[config.mk]
export PLATFORM = sky130hd
export DESIGN_NAME = pe_stream_controller
export DESIGN_NICKNAME = d
export VERILOG_FILES = /design/src/rtl/pe_stream_controller.sv
export SDC_FILE = /design/constraint.sdc
export NUM_CORES = 1
export LEC_CHECK = 0
export BUFFER_PORTS_ARGS = -buffer_cell sky130_fd_sc_hd__buf_2
export CAP_MARGIN = 5
export CORE_AREA = 2 2 194 196
export DETAILED_ROUTE_END_ITERATION = 16
export DIE_AREA = 0 0 196 198
export SLEW_MARGIN = 0
export SYNTH_ARGS = -nofsm -noshare
export SYNTH_HDL_FRONTEND = slang
export SYNTH_SLANG_ARGS = --single-unit
[constraint.sdc]
create_clock -name clk -period 12.64 [get_ports clk]
set_input_delay 1.264 -clock clk [delete_from_list [all_inputs] [get_ports clk]]
set_output_delay 1.264 -clock clk [all_outputs]
set_load 0.01 [all_outputs]
[src/rtl/pe_stream_controller.sv]
// Layer controller for a single PE. It latches a layer shape, configures the PE for one cycle,
// streams ifmap/filter/ipsum words into the PE and opsum words out until every quota is met.
module pe_stream_controller #(
  parameter int DATA_WIDTH_IFMAP  = 16,
  parameter int DATA_WIDTH_FILTER = 64,
  parameter int DATA_WIDTH_PSUM   = 64,
  parameter int S_WIDTH           = 5,
  parameter int F_WIDTH           = 6,
  parameter int U_WIDTH           = 3,
  parameter int n_WIDTH           = 3,
  parameter int p_WIDTH           = 5,
  parameter int q_WIDTH           = 3,
  parameter int W_WIDTH           = 8,
  parameter int CNT_WIDTH         = 16
) (
  input  logic                         clk,
  input  logic                         reset,
  input  logic                         start,
  input  logic [S_WIDTH-1:0]           cfg_S,
  input  logic [F_WIDTH-1:0]           cfg_F,
  input  logic [U_WIDTH-1:0]           cfg_U,
  input  logic [n_WIDTH-1:0]           cfg_n,
  input  logic [p_WIDTH-1:0]           cfg_p,
  input  logic [q_WIDTH-1:0]           cfg_q,
  input  logic [W_WIDTH-1:0]           cfg_W,
  output logic                         busy,
  output logic                         done,
  output logic                         pe_enable,
  output logic                         pe_configure,
  output logic [S_WIDTH-1:0]           pe_S,
  output logic [F_WIDTH-1:0]           pe_F,
  output logic [U_WIDTH-1:0]           pe_U,
  output logic [n_WIDTH-1:0]           pe_n,
  output logic [p_WIDTH-1:0]           pe_p,
  output logic [q_WIDTH-1:0]           pe_q,
  output logic                         push_ifmap,
  output logic [DATA_WIDTH_IFMAP-1:0]  ifmap,
  input  logic                         ifmap_fifo_full,
  output logic                         push_filter,
  output logic [DATA_WIDTH_FILTER-1:0] filter,
  input  logic                         filter_fifo_full,
  output logic                         push_ipsum,
  output logic [DATA_WIDTH_PSUM-1:0]   ipsum,
  input  logic                         ipsum_fifo_full,
  output logic                         pop_opsum,
  input  logic [DATA_WIDTH_PSUM-1:0]   opsum,
  input  logic                         opsum_fifo_empty,
  input  logic                         ifmap_src_valid,
  input  logic [DATA_WIDTH_IFMAP-1:0]  ifmap_src_data,
  output logic                         ifmap_src_ready,
  input  logic                         filter_src_valid,
  input  logic [DATA_WIDTH_FILTER-1:0] filter_src_data,
  output logic                         filter_src_ready,
  input  logic                         ipsum_src_valid,
  input  logic [DATA_WIDTH_PSUM-1:0]   ipsum_src_data,
  output logic                         ipsum_src_ready,
  output logic                         opsum_snk_valid,
  output logic [DATA_WIDTH_PSUM-1:0]   opsum_snk_data,
  input  logic                         opsum_snk_ready
);

  typedef enum logic [1:0] {IDLE, CONFIG, STREAM, DONE} state_t;

  localparam int PW = CNT_WIDTH + 2;
  localparam logic [CNT_WIDTH-1:0] CNT_ONE = {{(CNT_WIDTH-1){1'b0}}, 1'b1};

  state_t state, state_next;

  logic [S_WIDTH-1:0] s_reg;
  logic [F_WIDTH-1:0] f_reg;
  logic [U_WIDTH-1:0] u_reg;
  logic [n_WIDTH-1:0] n_reg;
  logic [p_WIDTH-1:0] p_reg;
  logic [q_WIDTH-1:0] q_reg;
  logic [W_WIDTH-1:0] w_reg;

  logic [CNT_WIDTH-1:0] if_cnt, fi_cnt, ps_cnt, op_cnt;
  logic [CNT_WIDTH-1:0] n_if, n_fi, n_ps;
  logic [PW-1:0]        prod_fi, prod_ps;
  logic                 stream_en, all_complete;

  // Totals are pure functions of the latched shape, so they stay fixed for the whole layer.
  // The two extra product bits keep the >>2 exact before truncation to CNT_WIDTH.
  assign n_if    = CNT_WIDTH'(n_reg) * CNT_WIDTH'(w_reg) * CNT_WIDTH'(q_reg);
  assign prod_fi = PW'(p_reg) * PW'(q_reg) * PW'(s_reg);
  assign prod_ps = PW'(p_reg) * PW'(n_reg) * PW'(f_reg);
  assign n_fi    = CNT_WIDTH'(prod_fi >> 2);
  assign n_ps    = CNT_WIDTH'(prod_ps >> 2);

  assign all_complete = (if_cnt == n_if) && (fi_cnt == n_fi) &&
                        (ps_cnt == n_ps) && (op_cnt == n_ps);

  always_comb begin
    // NOTE: every output of this block gets a default first so no path can infer a latch.
    state_next   = state;
    busy         = 1'b0;
    done         = 1'b0;
    pe_configure = 1'b0;
    stream_en    = 1'b0;
    pe_S         = '0;
    pe_F         = '0;
    pe_U         = '0;
    pe_n         = '0;
    pe_p         = '0;
    pe_q         = '0;
    case (state)
      IDLE: if (start) state_next = CONFIG;
      CONFIG: begin
        busy         = 1'b1;
        pe_configure = 1'b1;
        pe_S         = s_reg;
        pe_F         = f_reg;
        pe_U         = u_reg;
        pe_n         = n_reg;
        pe_p         = p_reg;
        pe_q         = q_reg;
        state_next   = STREAM;
      end
      STREAM: begin
        busy      = 1'b1;
        stream_en = 1'b1;
        if (all_complete) state_next = DONE;
      end
      DONE: begin
        busy       = 1'b1;
        done       = 1'b1;
        state_next = IDLE;
      end
      default: state_next = IDLE;
    endcase
    // Reset is synchronous, but the outputs must already be quiet in the reset cycle itself.
    if (reset) begin
      busy         = 1'b0;
      done         = 1'b0;
      pe_configure = 1'b0;
      stream_en    = 1'b0;
      pe_S         = '0;
      pe_F         = '0;
      pe_U         = '0;
      pe_n         = '0;
      pe_p         = '0;
      pe_q         = '0;
    end
  end

  assign pe_enable = ~reset;

  assign push_ifmap      = stream_en & ifmap_src_valid & ~ifmap_fifo_full & (if_cnt < n_if);
  assign ifmap_src_ready = push_ifmap;
  assign ifmap           = push_ifmap ? ifmap_src_data : '0;

  assign push_filter      = stream_en & filter_src_valid & ~filter_fifo_full & (fi_cnt < n_fi);
  assign filter_src_ready = push_filter;
  assign filter           = push_filter ? filter_src_data : '0;

  assign push_ipsum      = stream_en & ipsum_src_valid & ~ipsum_fifo_full & (ps_cnt < n_ps);
  assign ipsum_src_ready = push_ipsum;
  assign ipsum           = push_ipsum ? ipsum_src_data : '0;

  // The opsum FIFO is first-word-fall-through, so its head is forwarded without a register.
  assign opsum_snk_valid = stream_en & ~opsum_fifo_empty & (op_cnt < n_ps);
  assign opsum_snk_data  = stream_en ? opsum : '0;
  assign pop_opsum       = opsum_snk_valid & opsum_snk_ready;

  // NOTE: sequential state uses non-blocking assignments so every register samples pre-edge values.
  always_ff @(posedge clk) begin
    if (reset) begin
      state  <= IDLE;
      s_reg  <= '0;
      f_reg  <= '0;
      u_reg  <= '0;
      n_reg  <= '0;
      p_reg  <= '0;
      q_reg  <= '0;
      w_reg  <= '0;
      if_cnt <= '0;
      fi_cnt <= '0;
      ps_cnt <= '0;
      op_cnt <= '0;
    end else begin
      state <= state_next;
      if (state == IDLE && start) begin
        s_reg <= cfg_S;
        f_reg <= cfg_F;
        u_reg <= cfg_U;
        n_reg <= cfg_n;
        p_reg <= cfg_p;
        q_reg <= cfg_q;
        w_reg <= cfg_W;
      end
      if (state == DONE) begin
        if_cnt <= '0;
        fi_cnt <= '0;
        ps_cnt <= '0;
        op_cnt <= '0;
      end else begin
        if (push_ifmap)  if_cnt <= if_cnt + CNT_ONE;
        if (push_filter) fi_cnt <= fi_cnt + CNT_ONE;
        if (push_ipsum)  ps_cnt <= ps_cnt + CNT_ONE;
        if (pop_opsum)   op_cnt <= op_cnt + CNT_ONE;
      end
    end
  end

endmodule

==> results.cfg, run 1 <==
[synthesis]
synth_flop_cell = sky130_fd_sc_hd__dfxtp_1
synth.yosys.warnings = 0
asyncSetResetFlopFracSynth_pct = 0
synthesis.area_um2 = 11500
count_leader_synth = sky130_fd_sc_hd__and2_1
netlist-cell-type-count = 56
synth_seq_cells = 99
synth_fp_nets = 1946
average_size_of_a_mapped_cell_um2 = 7.73
synth_largest_type_area_fraction_pct = 17.2
yosys-top-cells-count = sky130_fd_sc_hd__and2_1 (251), sky130_fd_sc_hd__nand2_1 (202), sky130_fd_sc_hd__ha_1 (134), sky130_fd_sc_hd__inv_1 (127), sky130_fd_sc_hd__dfxtp_1 (99)
netlist_instances = 1492
dominant_cells_by_area_after_synthesis = sky130_fd_sc_hd__dfxtp_1 (17%), sky130_fd_sc_hd__ha_1 (15%), sky130_fd_sc_hd__and2_1 (14%)
synth_edf_count = 0
yosysTopAreaCell = sky130_fd_sc_hd__dfxtp_1
seq_area_frac_synth_pct = 17.2

[timing]
timing.final.crit_period_ns = 10.04
fin_crit_sh_pct = 79.4
finalClockSkew_ns = 0.0134
drv_slew = 0
grt_setup_unrepaired = false
timing.max_slew.rel_slack_pct = 20.4
fmax_mhz = 99.6
setup-violations-final = 0
finalHoldViolations = 0
worst_slew_pin_slew_ns = 1.19
timing.setup.tns_ns = 0

[cells_and_area]
finish.net_count = 2378
layout.area.seq_um2 = 1980
drive_above_1_share_pct = 27.6
multiInputGateArea_um2 = 8770
syn_to_final_growth_pct = 27.2
fill_cells = 3841
postLayoutCoreUtil_pct = 39.7

[min_path]
timing.hold.worst.start = ps_cnt[15]
hold-path-cell-count = 1
hold_path_class = flip-flop to flip-flop

[placed_design]
place_hpwl_um = 27900
place.port_buffers = 496
globalplace.congestion = 0.825

[detailed_routing]
post_route_ant_nets = 0
routed_via_density = 4.71
detail_route.drc_violations = 0
detailroute.via_count = 11300
drt_first_iter_violations = 510
routedWlPerCell_um = 14.4
route.final.wire_length_um = 34500
drtPass1Iterations = 4

[setup_path]
crit_path_frequent_cell = sky130_fd_sc_hd__fa_1
startpoint_of_the_lowest_slack_register_to_register_path = n_reg[0]
critical_path_cell_count = 30
criticalPathCategory = flip-flop to output pin
timing.critical_path.max_delay_family = adder cells
timing.critical_path.from_type = flip-flop
critPathBufInv = 4
arrival_ns = 8.77
cp_max_fo = 68
crit_required_ns = 11.38
crit_slowest_cell = sky130_fd_sc_hd__o21ai_4
r2r_cells = 30
setup.worst_path.start = n_reg[0]
end_kind = output pin
max_stage_delay_ns = 0.94

[die]
number_of_standard_cell_rows_in_the_floorplan = 71
top_level_ports = 497
start_util_pct = 31.2
die_area_um2 = 38800
core_area_um2 = 37000
dieWidth_um = 196
die_outline_height_um = 198

[cts]
total_clock_buffers_created_by_cts = 9
htreeDepth = 3
tritoncts_clock_tree = built
max-clock-path-buffers = 2
post_cts_hold_buffer_count = 0
cts_post_setup_buffers_inserted = 0
cells_resized_by_post_cts_repair = 0
cts_num_sinks = 99
clkTransAtPathRegs_ns = 0.09
clkLatencyLatePin_ns = 0.37
cts_root_buf = sky130_fd_sc_hd__clkbuf_16

[run]
max-cap-violations = 0

[run_status]
run_status = finished clean

[power]
max-vdd-ir-drop_uv = 58.0
power.density_cell_area_nw_per_um2 = 71.6
power.static_leakage_nw = 8.18

[global_routing]
via_count_of_the_first_global_routing_pass = 10600
global_route_wire_length_before_repair_um = 53900
grt_antenna_before_repair = 0
grt.total_usage_pct = 16.8
grt_overflow = 0
grt_max_degree = 71
-- metal layers --
| metal | routed length, um | GRT usage (%) | vias up |
|---|---|---|---|
| li1 | - | - | 5821 |
| met1 | 17600 | 25.3 | 5228 |
| met2 | 14600 | 24.8 | 254 |
| met3 | 1770 | 2.79 | 32 |
| met4 | 541 | 3.93 | 0 |
| met5 | 0 | 0 | - |
-- placed cells by master (no fill, tap or decap), types with 3 or more instances in the layout --
cell / netlist / final
sky130_fd_sc_hd__o21bai_1: 9 / 9
sky130_fd_sc_hd__a21o_1: 22 / 22
sky130_fd_sc_hd__buf_4: 3 / 7
sky130_fd_sc_hd__clkbuf_16: 0 / 9
sky130_fd_sc_hd__nand4_1: 18 / 18
sky130_fd_sc_hd__ha_1: 134 / 134
sky130_fd_sc_hd__and3_1: 81 / 81
sky130_fd_sc_hd__and2_1: 251 / 251
sky130_fd_sc_hd__dfxtp_1: 99 / 99
sky130_fd_sc_hd__mux2i_1: 8 / 8
sky130_fd_sc_hd__and4_1: 11 / 11
sky130_fd_sc_hd__nor2_1: 48 / 48
sky130_fd_sc_hd__nand2b_1: 5 / 5
sky130_fd_sc_hd__a21oi_1: 87 / 87
sky130_fd_sc_hd__nor3_1: 17 / 16
sky130_fd_sc_hd__o211ai_1: 3 / 3
sky130_fd_sc_hd__nor2b_1: 16 / 15
sky130_fd_sc_hd__buf_2: 3 / 496
sky130_fd_sc_hd__o31ai_1: 8 / 8
sky130_fd_sc_hd__o21a_1: 14 / 14
sky130_fd_sc_hd__or3_1: 8 / 8
sky130_fd_sc_hd__xnor2_1: 45 / 45
sky130_fd_sc_hd__xor2_1: 13 / 13
sky130_fd_sc_hd__fa_1: 68 / 68
sky130_fd_sc_hd__inv_1: 127 / 127
sky130_fd_sc_hd__a31o_2: 5 / 5
sky130_fd_sc_hd__a31oi_1: 4 / 4
sky130_fd_sc_hd__o31a_1: 5 / 5
sky130_fd_sc_hd__nand3_1: 25 / 25
sky130_fd_sc_hd__o21ai_0: 20 / 20
sky130_fd_sc_hd__or4_1: 11 / 11
sky130_fd_sc_hd__nor4_1: 17 / 17
sky130_fd_sc_hd__nand2_1: 202 / 202
sky130_fd_sc_hd__inv_8: 0 / 3
-- cells by family (layout without fill, tap and decap cells) --
group / Yosys count / after routing / synth area share [%]
multiplexers: 8 / 8 / 0.694
flip-flops: 99 / 99 / 17.2
buffers and inverters: 209 / 646 / 6.99
other: 0 / 2 / 0
adder cells (fa/ha/maj): 203 / 203 / 26.4
XOR/XNOR: 58 / 58 / 4.40
AND/OR/NAND/NOR: 720 / 720 / 33.7
AO/OA/AOI/OAI: 195 / 195 / 10.6
-- power by group --
group / leakage [nW] / switching [mW] / internal [mW] / total (mW)
Clock: 0.156 / 0.149 / 0.160 / 0.309
Sequential: 0.802 / 0.0458 / 0.333 / 0.378
Combinational: 7.23 / 0.224 / 0.139 / 0.363
-- cell type report --
type / count / area share (%)
clock buffer: 9 / 1.53
sequential: 99 / 13.5
clock inverter: 7 / 0.614
inverter: 127 / 3.25
timing repair buffer: 503 / 17.3
tap: 474 / 4.04
multi-input combinational: 1184 / 59.8
antenna: 2 / 0.0341
-- stage by stage --
step                area, um2  hold slack, ns  power [mW]  std cells  setup slack (ns)
finish                  14700           0.464        1.05       2405              2.60
CTS                     14700           0.469        1.06       2403              2.66
floorplan               11500           0.421       0.609       1492              4.06
global placement        14400           0.441       0.742       2387              3.39
global route            14700           0.488        1.12       2403              1.97
detailed placement      14400           0.444       0.747       2387              3.10
-- final timing paths --
kind	slack, ns	to
setup reg to reg	4.24	ps_cnt[3]
hold reg to reg	0.46	ps_cnt[15]
hold / removal	0.46	ps_cnt[15]
setup / recovery	2.60	ipsum[20]
(Power assumes the default switching activity.)
==> inputs of run 2 (changes only) <==
--- a/config.mk
+++ b/config.mk
@@ -5,6 +5,7 @@
 export SDC_FILE = /design/constraint.sdc
 export NUM_CORES = 1
 export LEC_CHECK = 0
+export ABC_AREA = 1
 export BUFFER_PORTS_ARGS = -buffer_cell sky130_fd_sc_hd__buf_2
 export CAP_MARGIN = 5
 export CORE_AREA = 2 2 194 196
==> constraint.sdc (replaced) <==
create_clock -name clk -period 9.49 [get_ports clk]
set_input_delay 0.949 -clock clk [delete_from_list [all_inputs] [get_ports clk]]
set_output_delay 0.949 -clock clk [all_outputs]
set_load 0.01 [all_outputs]
==> run 2 against run 1 <==
Compared with the run above:
- via count grew 13%
- non-clock buffer count down 1
- critical endpoint is now ipsum_src_ready
- clock power rose by 22%
- sequential share of layout area down 0.42 points
- utilization grew 1.3 points
- global-route usage is 1.2 points higher
- synthesized cell count up 29%
- die area unchanged
==> results.cfg, run 2 <==
[run_status]
run_status = finished clean

[power]
power.density_cell_area_nw_per_um2 = 119
sw_share_pct = 47.4
combinational_share_of_power_pct = 49.1
power.share.sequential_pct = 30.0
power_share_of_the_clock_group_pct = 20.8
max-vdd-ir-drop_uv = 91.5
power_report.internal_total_mw = 0.952
switchingPower_mw = 0.858
power.static_leakage_nw = 9.52

[global_routing]
grt.total_usage_pct = 18.0
grt_overflow = 0
grt_max_degree = 83
global_route_wire_length_before_repair_um = 57200
via_count_of_the_first_global_routing_pass = 12000
grt_antenna_before_repair = 5

[detailed_routing]
met2RoutedLength_um = 17700
route.final.wire_length_um = 36600
post_route_ant_nets = 0
detailroute.via_count = 12800
drt_first_iter_violations = 603
routedWlPerCell_um = 12.8
routed_via_density = 4.49
drtPass1Iterations = 7
wirelength_met1_um = 16400
top_layer_used = met5
detail_route.drc_violations = 0
wl_met3_um = 1660

[synthesis]
yosys-top-cells-count = sky130_fd_sc_hd__inv_1 (488), sky130_fd_sc_hd__nor2_1 (399), sky130_fd_sc_hd__nand2_1 (297), sky130_fd_sc_hd__ha_1 (134), sky130_fd_sc_hd__dfxtp_1 (99)
seq_area_frac_synth_pct = 16.5
asyncSetResetFlopFracSynth_pct = 0
synthesis.area_um2 = 12000
synth_fp_nets = 2383
synth_edf_count = 0
dominant_cells_by_area_after_synthesis = sky130_fd_sc_hd__dfxtp_1 (16%), sky130_fd_sc_hd__inv_1 (15%), sky130_fd_sc_hd__ha_1 (14%)
count_leader_synth = sky130_fd_sc_hd__inv_1
average_size_of_a_mapped_cell_um2 = 6.23
synth.yosys.warnings = 0
synth_seq_cells = 99
synth_largest_type_area_fraction_pct = 16.5
netlist_instances = 1929
synth_flop_cell = sky130_fd_sc_hd__dfxtp_1
yosysTopAreaCell = sky130_fd_sc_hd__dfxtp_1
netlist-cell-type-count = 39

[setup_path]
crit_path_frequent_cell = sky130_fd_sc_hd__fa_1
end_kind = output pin
max_stage_delay_ns = 0.69
criticalPathCategory = flip-flop to output pin
crit_slowest_cell = sky130_fd_sc_hd__dfxtp_1
timing.critical_path.from_type = flip-flop
arrival_ns = 7.85
crit_required_ns = 8.54
setup.worst_path.start = n_reg[0]
startpoint_of_the_lowest_slack_register_to_register_path = n_reg[0]
cp_max_fo = 82

[timing]
timing.setup.tns_ns = 0
fin_crit_sh_pct = 92.7
finalHoldViolations = 0
drv_slew = 0
final.hold.worst_slack_ns = 0.432
worst_slew_pin_slew_ns = 0.964
setup-violations-final = 0
fmax_mhz = 114
timing.final.crit_period_ns = 8.80
finalClockSkew_ns = 0.0105
grt_setup_unrepaired = false
timing.max_slew.rel_slack_pct = 35.6

[cts]
tritoncts_clock_tree = built
cts_num_sinks = 99
cells_resized_by_post_cts_repair = 0
post_cts_hold_buffer_count = 0
cts_root_buf = sky130_fd_sc_hd__clkbuf_16
max-clock-path-buffers = 2
cts_post_setup_buffers_inserted = 0
total_clock_buffers_created_by_cts = 9
clkTransAtPathRegs_ns = 0.08
clkLatencyLatePin_ns = 0.37
htreeDepth = 3

[die]
number_of_standard_cell_rows_in_the_floorplan = 71
die_outline_height_um = 198
die_area_um2 = 38800
core_area_um2 = 37000
start_util_pct = 32.5
top_level_ports = 497
dieWidth_um = 196

[cells_and_area]
syn_to_final_growth_pct = 26.1
drive_above_1_share_pct = 22.8
mostFrequentLayoutCells = sky130_fd_sc_hd__buf_2 (496), sky130_fd_sc_hd__inv_1 (488), sky130_fd_sc_hd__nor2_1 (398)
mostFrequentLayoutCell = sky130_fd_sc_hd__buf_2
finish.net_count = 2831
layout.cells.non_filler = 2860

[min_path]
hold_path_class = flip-flop to flip-flop
timing.hold.worst.start = ps_cnt[13]

[placed_design]
globalplace.congestion = 0.918
place.port_buffers = 496
place_hpwl_um = 30900
placed_cells_incl_taps = 2840

[run]
max-cap-violations = 0
## run 2: cell types whose count changed after synthesis, sizes merged, moves of 35 or more
| cell | delta |
|---|---|
| o21ai | +35 |
| and3 | -78 |
| and2 | -247 |
| inv | +362 |
| nor2 | +366 |
| nand2 | +97 |
## run 2: through the flow
step           total power, mW  instance area [um2]  utilization (%)  worst slack [ns]
6_report                  1.81                15200             41.0             0.695
5_1_grt                   1.97                15200             41.0            0.0927
4_1_cts                   1.83                15100             41.0             0.658
3_5_place_dp              1.44                14800             40.2              1.09
3_3_place_gp              1.43                14800             40.2              1.30
2_1_floorplan             1.13                12000                -              2.09
## run 2: worst paths after layout
path	endpoint	slack [ns]	depth (start not counted)
min reg2reg	ps_cnt[13]	0.43	2
max	ipsum_src_ready	0.69	30
min	ps_cnt[13]	0.43	2
max reg2reg	ps_cnt[10]	1.89	31
## run 2: layer usage
layer | GRT usage, % | vias up
li1 | - | 6661
met1 | 22.3 | 5833
met2 | 32.5 | 310
met3 | 2.78 | 40
met4 | 4.77 | 2
met5 | 0 | -
## run 2: cells by family (layout without fill, tap and decap cells)
family          count (synthesis)  after routing  share of synthesized area (%)
xor+xnor                       50             50                           3.64
fa+ha+maj                     202            202                           25.3
compound gates                179            179                           7.93
other cells                     0              4                              0
buf+inv                       555           1008                           17.8
flops                          99             99                           16.5
simple gates                  844            844                           28.9
## run 2: cell type report
cell class,count,area [um2]
Fill cell,3965,21800
Clock inverter,7,72.6
Sequential cell,99,1980
Tap cell,474,593
Multi-Input combinational cell,1275,7910
Antenna cell,4,10.0
Inverter,490,1840
Timing Repair Buffer,502,2530
Clock buffer,9,225
## run 2: power by group through the flow
stage / combinational, mW / clock, mW / sequential [mW]
global placement: 0.883 / 0 / 0.548
floorplan: 0.634 / 0 / 0.501
CTS: 0.896 / 0.394 / 0.542
finish: 0.889 / 0.377 / 0.543
detailed placement: 0.893 / 0 / 0.552
global route: 1.01 / 0.406 / 0.553
## run 2: critical path: cells and delay by family, from the launching register on
family,cells,cell delay (ns)
adders and majority gates,8,3.18
DFF,1,0.69
and+or+nand+nor,10,1.67
AOI/OAI and AO/OA,5,0.68
xor gates and xnor gates,2,0.52
buffers and inverters,5,0.71
==> inputs of run 3 (changes only) <==
==> constraint.sdc (replaced) <==
create_clock -name clk -period 8.4 [get_ports clk]
set_input_delay 0.84 -clock clk [delete_from_list [all_inputs] [get_ports clk]]
set_output_delay 0.84 -clock clk [all_outputs]
set_load 0.01 [all_outputs]
==> run 3 against run 2 <==
Compared with the run above:
- sequential power rose by 12%
- non-clock buffer count rose by 7
- sequential cell count did not move
- combinational power rose by 16%
- critical path type unchanged
- critical endpoint is now filter[39]
==> results.cfg, run 3 (synthesis results as in run 2) <==
[placed_design]
place_hpwl_um = 30800
globalplace.congestion = 0.880
place.port_buffers = 496
placed_cells_incl_taps = 2846
placedInstanceArea_um2 = 14900
dp_slack_ns = 0.493

[timing]
fin_crit_sh_pct = 94.3
finalClockSkew_ns = 0.00753
final.hold.worst_slack_ns = 0.429
timing.setup.tns_ns = 0
timing.final.crit_period_ns = 7.92
drv_slew = 0
setup_slack_ns = 0.476
fmax_mhz = 126
setup-violations-final = 0
grt_setup_unrepaired = false
finalHoldViolations = 0
timing.max_slew.rel_slack_pct = 33.2
worst_slew_pin_slew_ns = 1.00

[global_routing]
grt.total_usage_pct = 18.1
grt_antenna_before_repair = 6
global_route_wire_length_before_repair_um = 57400
grt_overflow = 0
via_count_of_the_first_global_routing_pass = 12000
grt_max_degree = 65

[run_status]
run_status = finished clean

[cts]
clkTransAtPathRegs_ns = 0.07
cts_num_sinks = 99
max-clock-path-buffers = 2
total_clock_buffers_created_by_cts = 9
post_cts_hold_buffer_count = 0
cts_root_buf = sky130_fd_sc_hd__clkbuf_16
tritoncts_clock_tree = built
clkLatencyLatePin_ns = 0.36
htreeDepth = 3

[setup_path]
cp_max_fo = 42
criticalPathCategory = flip-flop to output pin
crit_slowest_cell = sky130_fd_sc_hd__fa_1
max_stage_delay_ns = 0.54
critPathBufInv = 6
crit_required_ns = 7.56
timing.critical_path.from_type = flip-flop
timing.critical_path.max_delay_family = adder cells
end_kind = output pin
arrival_ns = 7.08

[detailed_routing]
detailroute.via_count = 12800
drt_first_iter_violations = 614
routedWlPerCell_um = 12.8
route.final.wire_length_um = 36600
post_route_ant_nets = 0
detail_route.drc_violations = 0
drtPass1Iterations = 5
routed_via_density = 4.47

[die]
top_level_ports = 497
core_area_um2 = 37000
start_util_pct = 32.5
dieWidth_um = 196
die_area_um2 = 38800
die_outline_height_um = 198
number_of_standard_cell_rows_in_the_floorplan = 71

[cells_and_area]
finish.net_count = 2838
layout.cells.non_filler = 2867
drive_above_1_share_pct = 23.3
syn_to_final_growth_pct = 27.0
mostFrequentLayoutCells = sky130_fd_sc_hd__buf_2 (496), sky130_fd_sc_hd__inv_1 (488), sky130_fd_sc_hd__nor2_1 (398)
postLayoutCoreUtil_pct = 41.3
fin_area_um2 = 15300
mostFrequentLayoutCell = sky130_fd_sc_hd__buf_2

[power]
power.static_leakage_nw = 9.59
power_total_mw = 2.07
max-vdd-ir-drop_uv = 120
power.density_cell_area_nw_per_um2 = 136

[run]
max-cap-violations = 0

[min_path]
hold_path_class = flip-flop to flip-flop
run 3: cell count changes in the layout (fill, tap and decap cells not counted), moves of 2 or more:
cell and delta:
sky130_fd_sc_hd__buf_12 +2, sky130_fd_sc_hd__buf_4 +5, sky130_fd_sc_hd__dfxtp_1 -8, sky130_fd_sc_hd__dfxtp_2 +7, sky130_fd_sc_hd__inv_8 -2
run 3: power breakdown:
group | switching (mW) | internal (mW) | total [mW]
clock network | 0.200 | 0.239 | 0.439
registers | 0.0846 | 0.523 | 0.607
logic | 0.673 | 0.354 | 1.03
total | 0.958 | 1.12 | 2.07
run 3: path summary, 6_finish.rpt:
path,startpoint,end,slack (ns),depth (start not counted)
max reg2reg,n_reg[1],state[1],1.36,33
min,ps_cnt[14],ps_cnt[14],0.43,2
max,q_reg[0],filter[39],0.48,29
min reg2reg,ps_cnt[14],ps_cnt[14],0.43,2
run 3: what timing repair did:
action | in CTS | in global routing
setup buffers | 0 | 1
hold endpoints to repair | 0 | 0
endpoints found under the setup margin | 0 | 133
gates resized for setup | 0 | 15
run 3: worst reg2reg max path: cells and delay by family, from the launching register on:
kind | cells | cell delay (ns)
AO/OA/AOI/OAI | 4 | 0.59
XOR/XNOR | 2 | 0.53
buffers and inverters | 4 | 0.21
adder cells (fa/ha/maj) | 8 | 3.16
AND/OR/NAND/NOR | 15 | 2.00
flip-flops | 1 | 0.44
run 3: final cells by class:
class	instances	area [um2]
antenna	5	12.5
fill	3920	21700
clock inverter	5	63.8
inverter	490	1840
tap	474	593
sequential	99	1990
multi-input combinational	1275	7920
timing repair buffer	509	2610
clock buffer	10	239
run 3: layer usage:
layer / share of wire (%) / GRT usage (%) / vias up
met3: 4.6 / 2.54 / 45
li1: - / - / 6678
met2: 48 / 32.2 / 336
met4: 2.1 / 4.94 / 0
met5: 0 / 0 / -
met1: 45 / 22.8 / 5770
